**src/rtl/dmem_arbiter_pkg.sv**
```systemverilog
// Shared definitions for the data-memory arbiter: owner encoding and arbitration modes.
// Imported by the arbitration core and the top-level datapath.
package dmem_arbiter_pkg;

  typedef enum logic {
    OWNER_R0 = 1'b0,
    OWNER_R1 = 1'b1
  } owner_e;

  localparam int ARB_RR    = 0;
  localparam int ARB_FIXED = 1;

  // Wide enough for the largest supported starvation limit (15).
  localparam int STARVE_W  = 4;

endpackage

```
**src/rtl/dmem_arbiter_arb_core.sv**
```systemverilog
// Grant logic for the two data-memory requesters.
// Holds the last-granted owner (round-robin) and the requester-1 starvation counter (fixed priority).
module arb_core
  import dmem_arbiter_pkg::*;
#(
  parameter int FIXED_PRIO   = ARB_RR,
  parameter int STARVE_LIMIT = 4
) (
  input  logic clk,
  input  logic reset,
  input  logic r0_req,
  input  logic r1_req,
  output logic r0_gnt,
  output logic r1_gnt
);

  localparam logic [STARVE_W-1:0] LIMIT = STARVE_W'(STARVE_LIMIT);

  owner_e              lastGnt_q, lastGnt_d;
  logic [STARVE_W-1:0] starveCnt_q, starveCnt_d;
  logic                tieToR1;

  always_ff @(posedge clk or negedge reset) begin
    if (!reset) begin
      lastGnt_q   <= OWNER_R1;
      starveCnt_q <= '0;
    end else begin
      lastGnt_q   <= lastGnt_d;
      starveCnt_q <= starveCnt_d;
    end
  end

  always_comb begin
    if (FIXED_PRIO == ARB_FIXED) begin
      tieToR1 = (starveCnt_q == LIMIT);
    end else begin
      tieToR1 = (lastGnt_q == OWNER_R0);
    end
  end

  // Grants stay low while reset is held, even with requests pending.
  always_comb begin
    r0_gnt = 1'b0;
    r1_gnt = 1'b0;
    if (reset) begin
      if (r0_req && r1_req) begin
        r0_gnt = !tieToR1;
        r1_gnt = tieToR1;
      end else begin
        r0_gnt = r0_req;
        r1_gnt = r1_req;
      end
    end
  end

  always_comb begin
    lastGnt_d   = lastGnt_q;
    starveCnt_d = '0;
    if (r0_gnt) begin
      lastGnt_d = OWNER_R0;
    end else if (r1_gnt) begin
      lastGnt_d = OWNER_R1;
    end
    if ((FIXED_PRIO == ARB_FIXED) && r1_req && !r1_gnt) begin
      starveCnt_d = (starveCnt_q == LIMIT) ? LIMIT : starveCnt_q + 1'b1;
    end
  end

endmodule

```
**src/rtl/dmem_arbiter.sv**
```systemverilog
// Shares the single-ported data memory between the CPU path (r0) and an auxiliary master (r1).
// Muxes the granted request onto the memory port and returns synchronous read data to its owner.
module dmem_arbiter
  import dmem_arbiter_pkg::*;
#(
  parameter int DBITS        = 32,
  parameter int DMEMADDRBITS = 13,
  parameter int DMEMWORDBITS = 2,
  parameter int FIXED_PRIO   = ARB_RR,
  parameter int STARVE_LIMIT = 4
) (
  input  logic                                 clk,
  input  logic                                 reset,
  input  logic                                 r0_req,
  input  logic                                 r0_we,
  input  logic [DMEMADDRBITS-1:0]              r0_addr,
  input  logic [DBITS-1:0]                     r0_wdata,
  output logic                                 r0_gnt,
  output logic                                 r0_rvalid,
  output logic [DBITS-1:0]                     r0_rdata,
  input  logic                                 r1_req,
  input  logic                                 r1_we,
  input  logic [DMEMADDRBITS-1:0]              r1_addr,
  input  logic [DBITS-1:0]                     r1_wdata,
  output logic                                 r1_gnt,
  output logic                                 r1_rvalid,
  output logic [DBITS-1:0]                     r1_rdata,
  output logic                                 mem_wrtEn,
  output logic [DMEMADDRBITS-DMEMWORDBITS-1:0] mem_index,
  output logic [DBITS-1:0]                     mem_dataIn,
  input  logic [DBITS-1:0]                     mem_dataOut,
  output logic                                 misalign
);

  localparam int IDXBITS = DMEMADDRBITS - DMEMWORDBITS;

  logic                    anyGnt;
  logic                    gntWe;
  logic [DMEMADDRBITS-1:0] gntAddr;
  logic [DBITS-1:0]        gntWdata;

  logic [IDXBITS-1:0]      index_q;
  logic [DBITS-1:0]        dataIn_q;
  logic                    rdPend_q, rdPend_d;
  owner_e                  rdOwner_q, rdOwner_d;
  logic [DBITS-1:0]        r0Data_q, r1Data_q;
  logic                    misalign_q, misalign_d;

  arb_core #(
    .FIXED_PRIO  (FIXED_PRIO),
    .STARVE_LIMIT(STARVE_LIMIT)
  ) uArbCore (
    .clk   (clk),
    .reset (reset),
    .r0_req(r0_req),
    .r1_req(r1_req),
    .r0_gnt(r0_gnt),
    .r1_gnt(r1_gnt)
  );

  always_comb begin
    anyGnt   = r0_gnt | r1_gnt;
    gntWe    = r0_we;
    gntAddr  = r0_addr;
    gntWdata = r0_wdata;
    if (r1_gnt) begin
      gntWe    = r1_we;
      gntAddr  = r1_addr;
      gntWdata = r1_wdata;
    end
  end

  // Index and write data hold their last granted value on idle cycles.
  always_comb begin
    mem_wrtEn  = anyGnt & gntWe;
    mem_index  = anyGnt ? gntAddr[DMEMADDRBITS-1:DMEMWORDBITS] : index_q;
    mem_dataIn = anyGnt ? gntWdata : dataIn_q;
  end

  always_comb begin
    rdPend_d   = anyGnt & !gntWe;
    rdOwner_d  = r1_gnt ? OWNER_R1 : OWNER_R0;
    misalign_d = misalign_q | (anyGnt && (gntAddr[DMEMWORDBITS-1:0] != '0));
  end

  // Read data is steered to whichever requester issued the read one cycle earlier.
  always_comb begin
    r0_rvalid = rdPend_q && (rdOwner_q == OWNER_R0);
    r1_rvalid = rdPend_q && (rdOwner_q == OWNER_R1);
    r0_rdata  = r0_rvalid ? mem_dataOut : r0Data_q;
    r1_rdata  = r1_rvalid ? mem_dataOut : r1Data_q;
    misalign  = misalign_q;
  end

  always_ff @(posedge clk or negedge reset) begin
    if (!reset) begin
      index_q    <= '0;
      dataIn_q   <= '0;
      rdPend_q   <= 1'b0;
      rdOwner_q  <= OWNER_R0;
      r0Data_q   <= '0;
      r1Data_q   <= '0;
      misalign_q <= 1'b0;
    end else begin
      index_q    <= mem_index;
      dataIn_q   <= mem_dataIn;
      rdPend_q   <= rdPend_d;
      rdOwner_q  <= rdOwner_d;
      r0Data_q   <= r0_rdata;
      r1Data_q   <= r1_rdata;
      misalign_q <= misalign_d;
    end
  end

endmodule

```
**config.mk**
```make
export PLATFORM = sky130hd
export DESIGN_NAME = dmem_arbiter
export DESIGN_NICKNAME = d
export VERILOG_FILES = /design/src/rtl/dmem_arbiter_pkg.sv /design/src/rtl/dmem_arbiter_arb_core.sv /design/src/rtl/dmem_arbiter.sv
export SDC_FILE = /design/constraint.sdc
export NUM_CORES = 1
export LEC_CHECK = 0
export CAP_MARGIN = 15
export CORE_AREA = 3 3 99 101
export DETAILED_ROUTE_END_ITERATION = 8
export DIE_AREA = 0 0 102 104
export DONT_BUFFER_PORTS = 1
export GPL_TIMING_DRIVEN = 0
export PLACE_DENSITY_LB_ADDON = 0.05
export SKIP_CTS_REPAIR_TIMING = 1
export SLEW_MARGIN = 5
export SYNTH_ARGS = -nofsm -noshare
export SYNTH_HDL_FRONTEND = slang
export SYNTH_SLANG_ARGS = --single-unit
export TNS_END_PERCENT = 50
```
**constraint.sdc**
```tcl
create_clock -name clk -period 1.5 [get_ports clk]
set_clock_uncertainty 0.05 [all_clocks]
set_input_delay 0.225 -clock clk [delete_from_list [all_inputs] [get_ports clk]]
set_output_delay 0.225 -clock clk [all_outputs]
set_load 0.005 [all_outputs]
```
==> impl_results.md <==
- Antenna violations before repair: 1
- Starting Density: between 40% and 50%
- Crit Path Category: reg -> out
- Vias: 3,056
- Slew Limit Fails: 0
- Layout cell share with drive strength beyond 1: 38.7%
- Total iterations of the first detailed-routing run: 4
- Vias in the first global route: 2,996
- Num CTS Buffers: 9
- Critical path data arrival time: 1770 ps
- Area delta synth->final: 35.3%
- Cell Area, Synth: about 4500 sq um
- Final net count: 513
- DIE AREA: 10,600 sq um
- Synth Register Bits: between 100 and 150
- P_leak: 2.95 nW
- Max Root-Sink Buffers: 2
- Clock-pin slew on the worst setup and hold paths: 100 ps
- First-pass GRT wire length: 16.6 mm
- Failing checks: negative hold slack, negative setup slack
- YS warnings: 0
- Buf+Inv Stages, Crit Path: 2
- Setup WS pre-CTS: -290 ps
- Hold Vio Cnt, Final: 111
- Iter 0 DRT Violations: approximately 180
- IO Count: about 240
- H-tree Lvls: 3
- Crit-path max FO: 6
- Final WL: 12.9 mm
- Worst hold slack: -501 ps
- Port Buffers: 0
- Crit start category: register
- Net Count, Synth: 434
- Worst-Skew Late Latency: ~360 ps
- Reg2Reg Setup Slack: -80 ps
- Final GP Congestion: 0.782
- WP data required: roughly 1200 ps
- Final Util: between 60 and 70%
- TritonCTS clock tree: yes
- Overall die width: approximately 100 microns
- Power per cell area: roughly 1200 nW/um^2
- Setup TNS: -43,630 ps
- Total gr overflow: 0
- Cells after DPL: 417
- Critical R2R Capture: dataIn_q[17]$_DFF_PN0_
- Worst setup margin: -540 ps
- Cell Count, Final, Fillers Out: 502
- Unrepaired setup endpoints after global routing: true
- Final Cycle Share: 136%
- CP endpoint kind: output pin
- Max-slew headroom: 69.3%
- Clk sinks: 111
- Delay-heaviest family, CP: flip-flops
- FP Rows: 35
- Core ar.: about 9100 sq um
- CP max stage delay: 570 ps
- Gr usage total: slightly above 20%
- Max-Cap Viols: 0
- Worst Reg2Reg Path Length in Cells: 5
- Final min period: about 2000 ps
- Worst IR Drop VDD: 0.000606 V
- # DRC: 0
- Dpl hpwl: between 8 and 9 mm
- Status: finished with violations
- Hold Crit Class: in -> async
- Worst path slowest cell: dfstp_2
- Via density: 6.09
- Root Buffer: clkbuf_8
- Largest net degree at the start of global routing: 115
- Netlist cell types: 23
- Syn avg cell area: 14.7 sq um
- Sequential area share after synthesis: 61.9%
- Mapped Cells: 306
- Worst R2R Start: uArbCore.lastGnt_q$_DFFE_PN1N_
- WL/cell: 25.8 microns
- Chip Height: 104 microns
- Worst-Margin Slew: 461 ps
- Final setup fails: 146
- Crit-path cells: nand2_2 -> buf_6 -> clkbuf_16 -> and3_4 -> a221o_1
- Max Clock Freq: between 0.4 and 0.5 GHz
- Antenna-violating nets left: 0
-- metal layers --
metal,vias up,track usage (%),wire [microns]
li1,1315,-,-
met1,1553,24.0,4850
met2,172,34.0,6730
met3,16,8.45,1180
met4,0,5.90,174
met5,-,0,0
-- stage by stage --
stage	total power, W	instance area (sq um)
floorplan	0.00480	4490
global placement	0.00511	4630
detailed placement	0.00515	4630
CTS	0.00679	4810
global route	0.00771	6070
finish	0.00733	6070
-- cell families after synthesis --
kind of cell | synth area share [%]
AO/OA/AOI/OAI | 10.6
flip-flops | 61.9
multiplexers | 16.3
AND/OR/NAND/NOR | 7.25
buffers and inverters | 3.90
-- synthesized netlist by cell type --
master	count	area share, %
nand2_1	3	0.25
and2_1	1	0.14
buf_2	14	1.6
dfrtp_1	110	61
inv_1	3	0.25
and2_4	1	0.20
mux2_2	65	16
nor2_1	1	0.084
o21ai_2	1	0.20
nand3_1	1	0.11
nand2b_1	1	0.14
o22a_1	1	0.20
clkbuf_1	4	0.33
dfstp_2	1	0.59
a31oi_1	1	0.14
and3_1	43	6.0
a21oi_2	1	0.20
and3b_1	1	0.20
a221o_1	43	9.6
or3_1	1	0.14
a21bo_2	1	0.22
buf_6	7	1.8
a21oi_1	1	0.11
-- worst max-delay path by stage --
stage | start | end | cells past startpoint
after floorplan | uArbCore.lastGnt_q$_DFFE_PN1N_ | mem_dataIn[0] | 5
after global placement | uArbCore.lastGnt_q$_DFFE_PN1N_ | mem_dataIn[16] | 4
after detailed placement | uArbCore.lastGnt_q$_DFFE_PN1N_ | mem_dataIn[19] | 4
after CTS | uArbCore.lastGnt_q$_DFFE_PN1N_ | mem_dataIn[16] | 4
after global routing | uArbCore.lastGnt_q$_DFFE_PN1N_ | mem_dataIn[24] | 5
final | uArbCore.lastGnt_q$_DFFE_PN1N_ | mem_dataIn[24] | 5
-- power breakdown --
group | switching [W] | internal (W) | total (W)
Sequential | 0.000213 | 0.00362 | 0.00383
Clock | 0.000968 | 0.000659 | 0.00163
Combinational | 0.000818 | 0.00105 | 0.00187
-- cells in the final DEF, fill, tap and decap left out, drive strengths merged --
cell type | netlist | layout
dfrtp | 110 | 110
mux2 | 65 | 65
dlygate4sd3 | 0 | 49
a221o | 43 | 43
and3 | 43 | 43
buf | 21 | 33
clkbuf | 4 | 23
inv | 3 | 4
nand2 | 3 | 3
and2 | 2 | 2
a21oi | 2 | 2
clkinv | 0 | 2
diode | 0 | 1
nand2b | 1 | 1
o21ai | 1 | 1
nand3 | 1 | 1
a21bo | 1 | 1
and3b | 1 | 1
nor2 | 1 | 1
a31oi | 1 | 1
or3 | 1 | 1
o22a | 1 | 1
clkinvlp | 0 | 1
dfstp | 1 | 1
-- layout make-up --
class	instances	area (sq um)
diodes	1	2.50
plain buffers	25	272
clock buffers	12	145
clock inverters	4	30.0
fillers	665	3040
inverters	3	11.3
multi-input cells	167	1890
flip-flops and latches	111	2780
well taps	111	139
repair buffers	68	801
-- sequential cells by signal (all words and copies together) (netlist names) --
signal / cells
index_q: 11
uArbCore.lastGnt_q: 1
misalign: 1
dataIn_q: 32
rdPend_q: 1
rdOwner_q: 1
r1Data_q: 32
r0Data_q: 32
No activity file was read; power rests on OpenSTA's default activity.
